File: config.mk
export PLATFORM = sky130hd
export DESIGN_NAME = axc_booth_lanes
export DESIGN_NICKNAME = d
export VERILOG_FILES = /design/src/rtl/axc_booth_pkg.sv /design/src/rtl/booth_term_pick.sv /design/src/rtl/axc_booth_lanes.sv
export SDC_FILE = /design/constraint.sdc
export NUM_CORES = 1
export LEC_CHECK = 0
export ABC_AREA = 1
export BUFFER_PORTS_ARGS = -buffer_cell sky130_fd_sc_hd__buf_4
export CORE_MARGIN = 5
export CORE_UTILIZATION = 55
export CTS_BUF_LIST = sky130_fd_sc_hd__clkbuf_16
export DETAILED_ROUTE_END_ITERATION = 6
export GPL_ROUTABILITY_DRIVEN = 1
export GPL_TIMING_DRIVEN = 1
export MAX_ROUTING_LAYER = met4
export PLACE_DENSITY = 0.78
export SLEW_MARGIN = 30
export SYNTH_ARGS = -nofsm -noshare
export SYNTH_HDL_FRONTEND = slang
export SYNTH_SLANG_ARGS = --single-unit
File: constraint.sdc
create_clock -name CLK -period 5.1 [get_ports CLK]
set_clock_uncertainty 0.15 [all_clocks]
set_input_delay 0.255 -clock CLK [delete_from_list [all_inputs] [get_ports CLK]]
set_output_delay 0.255 -clock CLK [all_outputs]
set_load 0.05 [all_outputs]
File: src/rtl/axc_booth_pkg.sv
// Shared definitions for the axc_booth_lanes approximate Booth multiplier:
// one-hot FSM state encoding and width helpers for the term budget and the
// accumulator.
`timescale 1ns/1ps
package axc_booth_pkg;

  // One-hot controller states.
  typedef enum logic [3:0] {
    ST_IDLE   = 4'b0001,
    ST_RECODE = 4'b0010,
    ST_MULT   = 4'b0100,
    ST_DONE   = 4'b1000
  } state_e;

  // Width of the term budget. It must hold every Booth digit count, up to NA+1.
  function automatic int nc_width(input int na);
    return $clog2(na + 2) + 1;
  endfunction

  // Accumulator width: product width plus one bit of headroom for
  // partial MSB-first sums.
  function automatic int acc_width(input int na, input int nb);
    return na + nb + 1;
  endfunction

endpackage

File: src/rtl/booth_term_pick.sv
// Masked MSB-first priority picker. From the pending positive/negative
// digit masks it selects up to LANES of the highest pending digits. The
// number of selections is limited by the remaining term budget. Each
// selection is returned one-hot, with its bit index and its polarity.
`timescale 1ns/1ps
module booth_term_pick #(
  parameter int ND    = 13,
  parameter int LANES = 1,
  parameter int NC    = 5,
  parameter int IW    = $clog2(ND)
) (
  input  logic [ND-1:0]             pos_mask,
  input  logic [ND-1:0]             neg_mask,
  input  logic [NC-1:0]             budget,
  output logic [LANES-1:0][ND-1:0]  sel_oh,
  output logic [LANES-1:0][IW-1:0]  sel_idx,
  output logic [LANES-1:0]          sel_neg,
  output logic [LANES-1:0]          sel_vld
);

  // Peel off the highest remaining digit once per lane, stopping at the budget.
  always_comb begin
    logic [ND-1:0] avail;
    logic          found;
    // NOTE: every output gets a default before any branch. A path that
    // leaves one unassigned would infer a latch.
    avail   = pos_mask | neg_mask;
    found   = 1'b0;
    sel_oh  = '0;
    sel_idx = '0;
    sel_neg = '0;
    sel_vld = '0;
    for (int l = 0; l < LANES; l++) begin
      found = 1'b0;
      for (int i = ND - 1; i >= 0; i--) begin
        if (!found && avail[i] && (l < int'(budget))) begin
          found      = 1'b1;
          sel_oh[l]  = ND'(1) << i;
          sel_idx[l] = IW'(i);
          sel_neg[l] = neg_mask[i];
          sel_vld[l] = 1'b1;
        end
      end
      avail = avail & ~sel_oh[l];
    end
  end

endmodule

File: src/rtl/axc_booth_lanes.sv
// Tunable approximate radix-2 Booth multiplier tile.
// A is Booth-recoded with a[-1]=0. In unsigned mode an extra top digit
// d[NA] = +a[NA-1] is added. Nonzero digits are applied MSB-first as
// +/-(B << i), up to LANES per cycle, until the caller's term budget runs
// out. Exact_out reports that no digit was left unapplied.
// Optional build macro: AXC_BOOTH_TERMCNT_EN adds Terms_out, which gives
// the number of digits applied.
`timescale 1ns/1ps
module axc_booth_lanes
  import axc_booth_pkg::*;
#(
  parameter int NA    = 12,
  parameter int NB    = 12,
  parameter int LANES = 1,
  parameter int NC    = nc_width(NA)
) (
  input  logic                CLK,
  input  logic                RST,
  input  logic                In_valid,
  output logic                In_ready,
  input  logic                Signed_in,
  input  logic [NA-1:0]       A_in,
  input  logic [NB-1:0]       B_in,
  input  logic [NC-1:0]       C_in,
  output logic                Out_valid,
  input  logic                Out_ready,
  output logic [NA+NB-1:0]    N_out,
  output logic                Exact_out
`ifdef AXC_BOOTH_TERMCNT_EN
  ,
  output logic [NC-1:0]       Terms_out
`endif
);

  localparam int ND = NA + 1;            // digit positions 0..NA
  localparam int AW = acc_width(NA, NB);
  localparam int IW = $clog2(ND);

  state_e                     state_q, state_d;
  logic [NA-1:0]              a_q, a_d;
  logic [NB-1:0]              b_q, b_d;
  logic                       sgn_q, sgn_d;
  logic [NC-1:0]              budget_q, budget_d;
  logic [ND-1:0]              pos_q, pos_d;
  logic [ND-1:0]              neg_q, neg_d;
  logic [AW-1:0]              acc_q, acc_d;
`ifdef AXC_BOOTH_TERMCNT_EN
  logic [NC-1:0]              terms_q, terms_d;
`endif

  logic                       accept;
  logic [NA+1:0]              a_ext;
  logic [ND-1:0]              rec_pos, rec_neg;
  logic [AW-1:0]              b_ext;
  logic [LANES-1:0][ND-1:0]   pick_oh;
  logic [LANES-1:0][IW-1:0]   pick_idx;
  logic [LANES-1:0]           pick_neg;
  logic [LANES-1:0]           pick_vld;
  logic [LANES-1:0][AW-1:0]   lane_term;
  logic [NC-1:0]              applied;
  logic                       acc_msb_unused;

  assign accept    = (state_q == ST_IDLE) && In_valid;
  assign In_ready  = (state_q == ST_IDLE);
  assign Out_valid = (state_q == ST_DONE);
  assign N_out     = acc_q[NA+NB-1:0];
  assign Exact_out = (state_q == ST_DONE) && ((pos_q | neg_q) == '0);
`ifdef AXC_BOOTH_TERMCNT_EN
  assign Terms_out = terms_q;
`endif
  // The top accumulator bit is headroom only. The product is the low NA+NB bits.
  assign acc_msb_unused = acc_q[AW-1];

  // Capture the operands when an operation is accepted.
  always_comb begin
    a_d   = accept ? A_in      : a_q;
    b_d   = accept ? B_in      : b_q;
    sgn_d = accept ? Signed_in : sgn_q;
  end

  // Booth recoding: d[i] = a[i-1] - a[i]. a_ext[0] is a[-1], and the top bit
  // repeats the sign (signed) or is zero (unsigned, producing d[NA] = +a[NA-1]).
  always_comb begin
    a_ext = {sgn_q & a_q[NA-1], a_q, 1'b0};
    for (int i = 0; i < ND; i++) begin
      rec_pos[i] = a_ext[i] & ~a_ext[i+1];
      rec_neg[i] = ~a_ext[i] & a_ext[i+1];
    end
  end

  // Extend B into the accumulator width, then shift one copy per lane.
  always_comb begin
    b_ext = {{(AW-NB){sgn_q & b_q[NB-1]}}, b_q};
    for (int l = 0; l < LANES; l++) begin
      lane_term[l] = b_ext << pick_idx[l];
    end
  end

  booth_term_pick #(
    .ND    (ND),
    .LANES (LANES),
    .NC    (NC),
    .IW    (IW)
  ) u_pick (
    .pos_mask (pos_q),
    .neg_mask (neg_q),
    .budget   (budget_q),
    .sel_oh   (pick_oh),
    .sel_idx  (pick_idx),
    .sel_neg  (pick_neg),
    .sel_vld  (pick_vld)
  );

  // Next-state logic. The accumulation and mask/budget bookkeeping happen here too.
  always_comb begin
    state_d  = state_q;
    budget_d = budget_q;
    pos_d    = pos_q;
    neg_d    = neg_q;
    acc_d    = acc_q;
    applied  = '0;
`ifdef AXC_BOOTH_TERMCNT_EN
    terms_d  = terms_q;
`endif
    case (state_q)
      ST_IDLE: begin
        if (accept) begin
          budget_d = C_in;
          state_d  = ST_RECODE;
        end
      end
      ST_RECODE: begin
        pos_d = rec_pos;
        neg_d = rec_neg;
        acc_d = '0;
`ifdef AXC_BOOTH_TERMCNT_EN
        terms_d = '0;
`endif
        if ((budget_q == '0) || ((rec_pos | rec_neg) == '0)) state_d = ST_DONE;
        else                                                  state_d = ST_MULT;
      end
      ST_MULT: begin
        for (int l = 0; l < LANES; l++) begin
          if (pick_vld[l]) begin
            applied = applied + NC'(1);
            acc_d   = pick_neg[l] ? (acc_d - lane_term[l]) : (acc_d + lane_term[l]);
            pos_d   = pos_d & ~pick_oh[l];
            neg_d   = neg_d & ~pick_oh[l];
          end
        end
        budget_d = budget_q - applied;
`ifdef AXC_BOOTH_TERMCNT_EN
        terms_d  = terms_q + applied;
`endif
        if ((budget_d == '0) || ((pos_d | neg_d) == '0)) state_d = ST_DONE;
      end
      ST_DONE: begin
        if (Out_ready) state_d = ST_IDLE;
      end
      default: state_d = ST_IDLE;
    endcase
  end

  // Control and result registers, cleared by the synchronous reset.
  always_ff @(posedge CLK) begin
    // NOTE: sequential state uses non-blocking assignments. Every flop then
    // updates from pre-edge values, whatever order the statements are in.
    if (RST) begin
      state_q  <= ST_IDLE;
      budget_q <= '0;
      pos_q    <= '0;
      neg_q    <= '0;
      acc_q    <= '0;
`ifdef AXC_BOOTH_TERMCNT_EN
      terms_q  <= '0;
`endif
    end else begin
      state_q  <= state_d;
      budget_q <= budget_d;
      pos_q    <= pos_d;
      neg_q    <= neg_d;
      acc_q    <= acc_d;
`ifdef AXC_BOOTH_TERMCNT_EN
      terms_q  <= terms_d;
`endif
    end
  end

  // Operand holding registers.
  always_ff @(posedge CLK) begin
    // NOTE: these registers are deliberately not reset. They are only read
    // after an accept has loaded them, so a reset would add fan-out and
    // change no behaviour.
    a_q   <= a_d;
    b_q   <= b_d;
    sgn_q <= sgn_d;
  end

endmodule

==> impl_results.rst, run 1 <==
.. list-table::
   :header-rows: 1

   * - Metric
     - Value
   * - Status
     - finished, violations left
   * - Violations in the final reports
     - negative setup slack
   * - Area delta synth->final
     - 36.1%
   * - Routed via count divided by cell count
     - ~5.6
   * - Delay contributed by the slowest stage of the critical path
     - roughly 0.35 ns
   * - Final Cycle Share
     - 1.04
   * - Placed instance area
     - 7900 sq um
   * - Relative max-transition margin
     - 0.492
   * - FFs w/ async S/R, synth
     - 0
   * - Vertical die dimension
     - between 100 and 150 um
   * - Detailed router's first-iteration violation count
     - between 700 and 800
   * - Effective utilization at floorplan
     - 0.562
   * - Pins Over Slew Limit
     - 0
   * - Wirelength per Cell
     - roughly 15 um
   * - Placer Congestion
     - 0.932
   * - Mapped Cells
     - 984
   * - Dominant synthesized flop cell
     - sky130_fd_sc_hd__dfxtp_1
   * - Proportion of synthesized chip area in sequential cells
     - 0.286
   * - Crit path buf inv count
     - 5
   * - Total inserted antenna cells
     - 0
   * - First-pass GRT wire length
     - 29500 um
   * - Total Die Area
     - 14600 sq um
   * - Layout cell share with drive strength beyond 1
     - 0.288
   * - Placement row count
     - 40
   * - Fin. Hold Viols
     - 0
   * - Unrepaired setup endpoints after global routing
     - yes
   * - Drt drc
     - 0
   * - Data required time of the critical path
     - 5.17 ns
   * - Maximum number of pins on one net before global-route repair
     - 36
   * - Fraction of synthesized cell area taken by the top area cell type
     - 0.175
   * - Setup-failing EPs final
     - 6
   * - Min cycle time layout
     - 5.32 ns
   * - CP top delay family
     - simple AND/OR/NAND/NOR gates
   * - Warning count from the yosys run
     - 0
   * - Post-synthesis area per instance
     - about 6.9 sq um
   * - Detailed placer's ending HPWL
     - about 13000 um
   * - Slew @ Worst Pin
     - between 0.7 and 0.8 ns
   * - Clock latency of the later-clocked register in the worst-skew pair
     - 0.35 ns
   * - Design Area, Final
     - 9190 sq um
   * - GRT Residual Overflow
     - 0
   * - Width of the chip
     - 121 um
   * - Initial antenna violation count
     - 0
   * - Crit path launch type
     - flip-flop
   * - Number of enable-type register cells in the synthesized netlist
     - 25
   * - Setup slack of the critical path after layout
     - -0.222 ns
   * - Peak ir drop on the vdd network
     - roughly 0.21 mV
   * - Post-synth net total
     - 1065
   * - Cell taking the most area after synthesis
     - sky130_fd_sc_hd__dfxtp_1
   * - Critical path arrival
     - 5.39 ns
   * - Critical path start-end classification
     - flip-flop to flip-flop
   * - Flip-flop and latch count after synthesis
     - 84
   * - Mapped Area
     - 6750 sq um
   * - TritonCTS clock tree
     - done
   * - Max-Cap Viols
     - 0
   * - Total Routed Length
     - 19500 um
   * - Depth of the CTS H-tree
     - 3
   * - Longest Clk Path Bufs
     - 2
   * - Core Area
     - between 10000 and 15000 sq um
   * - LEAKAGE
     - 4.47 nW
   * - Num CTS Buffers
     - 9
   * - Vias in the first global route
     - 6549
   * - All-Layer GR Usage
     - 0.251
   * - Clock root buffer
     - sky130_fd_sc_hd__clkbuf_16
   * - Power density of the placed cells
     - 284 nW/um^2
   * - Total number of nets in the final design
     - between 1000 and 1500
   * - Drt first pass iters
     - 5
   * - Critical path endpoint category
     - flip-flop
   * - Top post-synthesis cells by area
     - sky130_fd_sc_hd__dfxtp_1, sky130_fd_sc_hd__nand2_1, sky130_fd_sc_hd__edfxtp_1
   * - Clock-pin slew on the worst setup and hold paths
     - approximately 0.07 ns
   * - Smallest hold slack
     - 0.0313 ns
   * - CP max FO
     - 12
   * - CP max-delay cell
     - sky130_fd_sc_hd__ha_1
   * - Post-synth cell types
     - between 50 and 60
   * - Count of buffers from port buffering
     - 60
   * - Number of fill cells
     - approximately 860
   * - Top Ports
     - 61
   * - Remaining antenna violation count
     - 0
   * - Worst min-delay path category
     - primary input to flip-flop
   * - Routed via count
     - 7432
   * - Number of clock sinks seen by CTS
     - 84
   * - Max frequency
     - roughly 190 MHz
[Yosys cell counts, drive strengths merged (8+ instances only)]
cell type  instances
a31oi             23
nand2            236
edfxtp            25
inv              122
ha                46
a21oi             63
nand3            132
xnor2              8
xor2              18
dfxtp             59
nand4             13
clkbuf            22
or2               13
o21ai             58
nor3              13
nor2              74
buf               12
[sequential cells by signal, summed over array words and instances (netlist names)]
register and flops:
budget_q 5, state_q 4, a_q 12, b_q 12, acc_q 24, pos_q 13
sgn_q 1, neg_q 13
[placed cells by master (no fill, tap or decap), drive strengths merged, types with 8 or more instances in the layout]
master       instances
nand4               13
o21ai               58
dlygate4sd3         25
inv                126
xor2                18
or2                 13
a21oi               63
nor2                74
nor3                13
dfxtp               59
nand2              236
ha                  46
a31oi               23
nand3              132
xnor2                8
clkbuf              10
buf                177
edfxtp              25
[routing by layer]
metal,share of wire,GRT usage
met1,0.44,0.332
met2,0.48,0.404
met3,0.057,0.0299
met4,0.022,0.0758
met5,0,-
[stage by stage]
stage	util	cells	total power, W	worst slack, ns	setup TNS, ns
2_1_floorplan	-	984	0.00139	0.164	0
3_3_place_gp	0.658	1246	0.00168	0.0403	0
3_5_place_dp	0.658	1246	0.00170	-0.118	-0.220
4_1_cts	0.712	1290	0.00240	-0.00587	-0.00587
5_1_grt	0.765	1316	0.00276	-0.481	-3.57
6_report	0.765	1316	0.00261	-0.222	-0.761
[area by class of cell]
| type | count | area, sq um | area share |
|---|---|---|---|
| well taps | 147 | 184 | 0.0200 |
| repair buffers | 203 | 1660 | 0.181 |
| flip-flops and latches | 84 | 1930 | 0.210 |
| clock buffers | 9 | 225 | 0.0245 |
| multi-input cells | 743 | 4650 | 0.506 |
| inverters | 123 | 462 | 0.0502 |
| clock inverters | 7 | 73.8 | 0.00803 |
[final timing paths]
kind | start | endpoint | slack (ns) | depth (start not counted)
worst min-delay path | Out_ready | state_q[3]$_SDFFE_PP0P_ | 0.03 | 4
worst max-delay path | budget_q[1]$_SDFFE_PP0P_ | acc_q[23]$_SDFFE_PP0P_ | -0.22 | 35
worst max register to register | budget_q[1]$_SDFFE_PP0P_ | acc_q[23]$_SDFFE_PP0P_ | -0.22 | 35
worst min register to register | pos_q[0]$_SDFFE_PP0P_ | pos_q[0]$_SDFFE_PP0P_ | 0.31 | 2
[cells by family (layout without fill, tap and decap cells)]
group,count (synthesis),in the layout,share of synthesized area
AND/OR/NAND/NOR,491,491,0.343
AO/OA/AOI/OAI,179,179,0.157
buffers and inverters,157,342,0.0921
flip-flops,84,84,0.286
adder cells (fa/ha/maj),47,47,0.0882
XOR/XNOR,26,26,0.0337
[repair_timing]
| action | in CTS | in global routing |
|---|---|---|
| hold buffers | 25 | 0 |
| cloned | 0 | 1 |
| gates resized for setup | 19 | 108 |
| endpoints found under the setup margin | 3 | 13 |
| hold endpoints to repair | 25 | 0 |
| pin swaps | 13 | 56 |
| buffers inserted | 3 | 25 |
[tightest hold or removal path, delay by kind of cell]
kind            cells  cell delay (ns)
simple gates        1             0.03
buf+inv             2             0.14
compound gates      1             0.06
[power breakdown]
part / total [W] / internal, W / switching (W)
clock network: 0.000673 / 0.000383 / 0.000291
registers: 0.000753 / 0.000726 / 0.0000271
logic: 0.00119 / 0.000506 / 0.000680
total: 0.00261 / 0.00161 / 0.000997
(Power assumes the default switching activity.)
==> run 2: changes to the inputs <==
- CTS_CLUSTER_SIZE: not set -> 28
- REMOVE_ABC_BUFFERS: not set -> 1
==> run 2 against run 1 <==
The run still ends with negative setup slack left. First-iteration DRC count rose by 0.88%. Design area rose by 0.90%. Power fell by 0.66%. Final cell count barely moved. Flip-flop and latch count did not move. Combinational power barely moved. Non-clock buffer count fell by 1. Sequential power barely moved. Global-route usage rose by 2.4 points. Critical path type unchanged. Critical endpoint unchanged. Largest power group unchanged.
==> impl_results.rst, run 2 (synthesis results as in run 1) <==
.. list-table::
   :header-rows: 1

   * - Metric
     - Value
   * - Routed via count
     - 7580 (+2.0%)
   * - Crit path buf inv count
     - 3 (-2)
   * - Count of buffers from port buffering
     - 60 (unchanged)
   * - Vias in the first global route
     - 6938 (+5.9%)
   * - Total Routed Length
     - 21100 um (+8.3%)
   * - Unrepaired setup endpoints after global routing
     - yes
   * - Fin. Hold Viols
     - 0 (unchanged)
   * - Depth of the CTS H-tree
     - 3 (unchanged)
   * - Crit path launch type
     - flip-flop
   * - Area delta synth->final
     - 37.4%
   * - Drt drc
     - 0 (unchanged)
   * - Max frequency
     - 187 MHz (-0.44%)
   * - Delay contributed by the slowest stage of the critical path
     - 0.35 ns (about the same)
   * - Setup total negative slack
     - -1.11 ns (-0.349 ns)
   * - Share of power burned in the clock network
     - 0.238 (-0.020)
   * - Relative contribution of sequential cells to total power
     - 0.291 (+0.003)
   * - Effective utilization at floorplan
     - 0.562 (unchanged)
   * - Detailed placer's ending HPWL
     - 13200 um (+1.2%)
   * - Longest Clk Path Bufs
     - 2 (unchanged)
   * - Routed via count divided by cell count
     - 5.76 (+2.1%)
   * - Origin of the worst min-delay path
     - C_in[2]
   * - Placement row count
     - 40 (unchanged)
   * - Critical path endpoint category
     - flip-flop
   * - Drt first pass iters
     - 6 (+1)
   * - Max-Cap Viols
     - 0 (unchanged)
   * - CP max-delay cell
     - sky130_fd_sc_hd__dfxtp_4
   * - Clock latency of the later-clocked register in the worst-skew pair
     - 0.36 ns (about the same)
   * - Launch point of the worst reg-to-reg path
     - budget_q[1]$_SDFFE_PP0P_
   * - Comb pwr share
     - 0.471 (+0.017)
   * - Power density of the placed cells
     - 280 nW/um^2 (-1.5%)
   * - Total number of nets in the final design
     - 1244 (-0.080%)
   * - Number of clock sinks seen by CTS
     - 84 (unchanged)
   * - Placed instance area
     - 7800 sq um (-1.3%)
   * - Num CTS Buffers
     - 9 (unchanged)
   * - Relative max-transition margin
     - 0.479 (-0.0129)
   * - Setup slack of the critical path after layout
     - -0.245 ns (-0.0234 ns)
   * - Area taken by flip-flops and latches
     - 1940 sq um (+0.26%)
   * - Most used cells in the layout excluding fill and tap cells
     - sky130_fd_sc_hd__nand2_1, sky130_fd_sc_hd__buf_4, sky130_fd_sc_hd__inv_1, sky130_fd_sc_hd__nand3_1, sky130_fd_sc_hd__dfxtp_1
   * - Design Area, Final
     - 9280 sq um (+0.90%)
   * - TritonCTS clock tree
     - done
   * - Top Ports
     - 61 (unchanged)
   * - Internal power summed over all cells
     - 0.00157 W (-3.0%)
   * - Top reg by flops
     - acc_q
   * - Remaining antenna violation count
     - 0 (unchanged)
   * - Clock root buffer
     - sky130_fd_sc_hd__clkbuf_16
   * - LEAKAGE
     - 4.50 nW (+0.72%)
   * - Critical path arrival
     - 5.43 ns (+0.04 ns)
   * - Total Die Area
     - 14600 sq um (unchanged)
   * - Area taken by multi-input logic gates
     - 4750 sq um (+2.1%)
   * - Net Switching
     - 0.00103 W (+3.1%)
   * - Width of the chip
     - 121 um (unchanged)
   * - Placer Congestion
     - 0.939 (+0.80%)
   * - Total power of the final layout
     - 0.00260 W (-0.66%)
   * - Number of flip-flops in the largest register
     - 24 (unchanged)
   * - Layout cell share with drive strength beyond 1
     - 0.305 (+0.0165)
   * - Critical path start-end classification
     - flip-flop to flip-flop
   * - Vertical die dimension
     - 121 um (unchanged)
   * - Total inserted antenna cells
     - 0 (unchanged)
   * - Initial antenna violation count
     - 0 (unchanged)
   * - Wirelength per Cell
     - 16.1 um (+8.4%)
   * - Largest registers
     - acc_q x24, neg_q x13, pos_q x13
   * - All-Layer GR Usage
     - 0.275 (+0.0240)
   * - Status
     - finished, violations left
   * - Final Cycle Share
     - 1.05 (+0.00460)
   * - Commonest non-fill, non-tap cell in the layout
     - sky130_fd_sc_hd__nand2_1
   * - Net Sw Frac
     - 0.396 (+0.0144)
   * - Slew @ Worst Pin
     - 0.780 ns (+0.0193 ns)
   * - Final core utilization
     - 0.772 (+0.00687)
   * - Data required time of the critical path
     - 5.18 ns (about the same)
   * - First-pass GRT wire length
     - 32100 um (+8.7%)
   * - Number of fill cells
     - 790 (-8.4%)
   * - Core Area
     - 12000 sq um (unchanged)
   * - Pins Over Slew Limit
     - 0 (unchanged)
   * - Detailed router's first-iteration violation count
     - 805 (+0.88%)
   * - CP max FO
     - 5 (-7)
   * - GRT Residual Overflow
     - 0 (unchanged)
   * - Min cycle time layout
     - 5.35 ns (+0.0234 ns)
   * - CP top delay family
     - simple AND/OR/NAND/NOR gates
   * - Worst setup path start
     - budget_q[1]$_SDFFE_PP0P_
   * - Worst min-delay path category
     - primary input to flip-flop
   * - Peak ir drop on the vdd network
     - 0.271 mV (+31%)
   * - Violations in the final reports
     - negative setup slack
   * - Setup-failing EPs final
     - 7 (+1)
   * - Clock-pin slew on the worst setup and hold paths
     - 0.07 ns (about the same)
   * - Maximum number of pins on one net before global-route repair
     - 36 (unchanged)
[run 2: metrics by stage]
| stage | setup WS [ns] | hold WS, ns | instances |
|---|---|---|---|
| finish | -0.245 | 0.0166 | 1315 |
| global route | -0.567 | 0.0334 | 1315 |
| CTS | -0.0118 | 0.0103 | 1299 |
| detailed placement | -0.230 | 0.284 | 1231 |
| global placement | -0.0442 | 0.281 | 1231 |
| floorplan | -0.549 | 0.174 | 950 |
[run 2: path summary, 6_finish.rpt]
path | endpoint | slack, ns | cells past startpoint
worst min register to register | neg_q[12]$_SDFFE_PP0P_ | 0.32 | 2
worst max register to register | acc_q[23]$_SDFFE_PP0P_ | -0.25 | 38
worst max-delay path | acc_q[23]$_SDFFE_PP0P_ | -0.25 | 38
worst min-delay path | budget_q[2]$_SDFFE_PP0P_ | 0.02 | 3
[run 2: final cells by class]
cell class,count,area share
Inverter,123,0.0498
Clock buffer,9,0.0243
Timing Repair Buffer,202,0.180
Multi-Input combinational cell,743,0.512
Clock inverter,7,0.00472
Tap cell,147,0.0198
Sequential cell,84,0.209
[run 2: metal layers]
metal | track usage | wire, um | vias to the layer above
met2 | 0.439 | 10000 | 344
met1 | 0.358 | 8960 | 3513
met5 | - | 0 | -
met3 | 0.0468 | 1540 | 58
li1 | - | - | 3665
met4 | 0.0843 | 601 | 0
[run 2: repair_timing]
action | 4_1_cts | 5_1_grt
resized for setup | 67 | 90
gates cloned | 1 | 0
pin swaps | 38 | 55
buffers inserted | 26 | 16
endpoints found under the hold margin | 25 | 0
hold buffers | 25 | 0
setup endpoints to repair | 5 | 14
[run 2: worst min-delay path: stages]
cell and delay [ns]:
sky130_fd_sc_hd__buf_4 0.11, sky130_fd_sc_hd__nand2_1 0.05, sky130_fd_sc_hd__a31oi_1 0.07
[run 2: power by group through the flow]
| stage | combinational [W] | clock [W] | sequential, W |
|---|---|---|---|
| finish | 0.00122 | 0.000618 | 0.000754 |
| global route | 0.00133 | 0.000651 | 0.000759 |
| CTS | 0.00103 | 0.000622 | 0.000753 |
| detailed placement | 0.000894 | 0 | 0.000766 |
| global placement | 0.000879 | 0 | 0.000765 |
| floorplan | 0.000588 | 0 | 0.000782 |
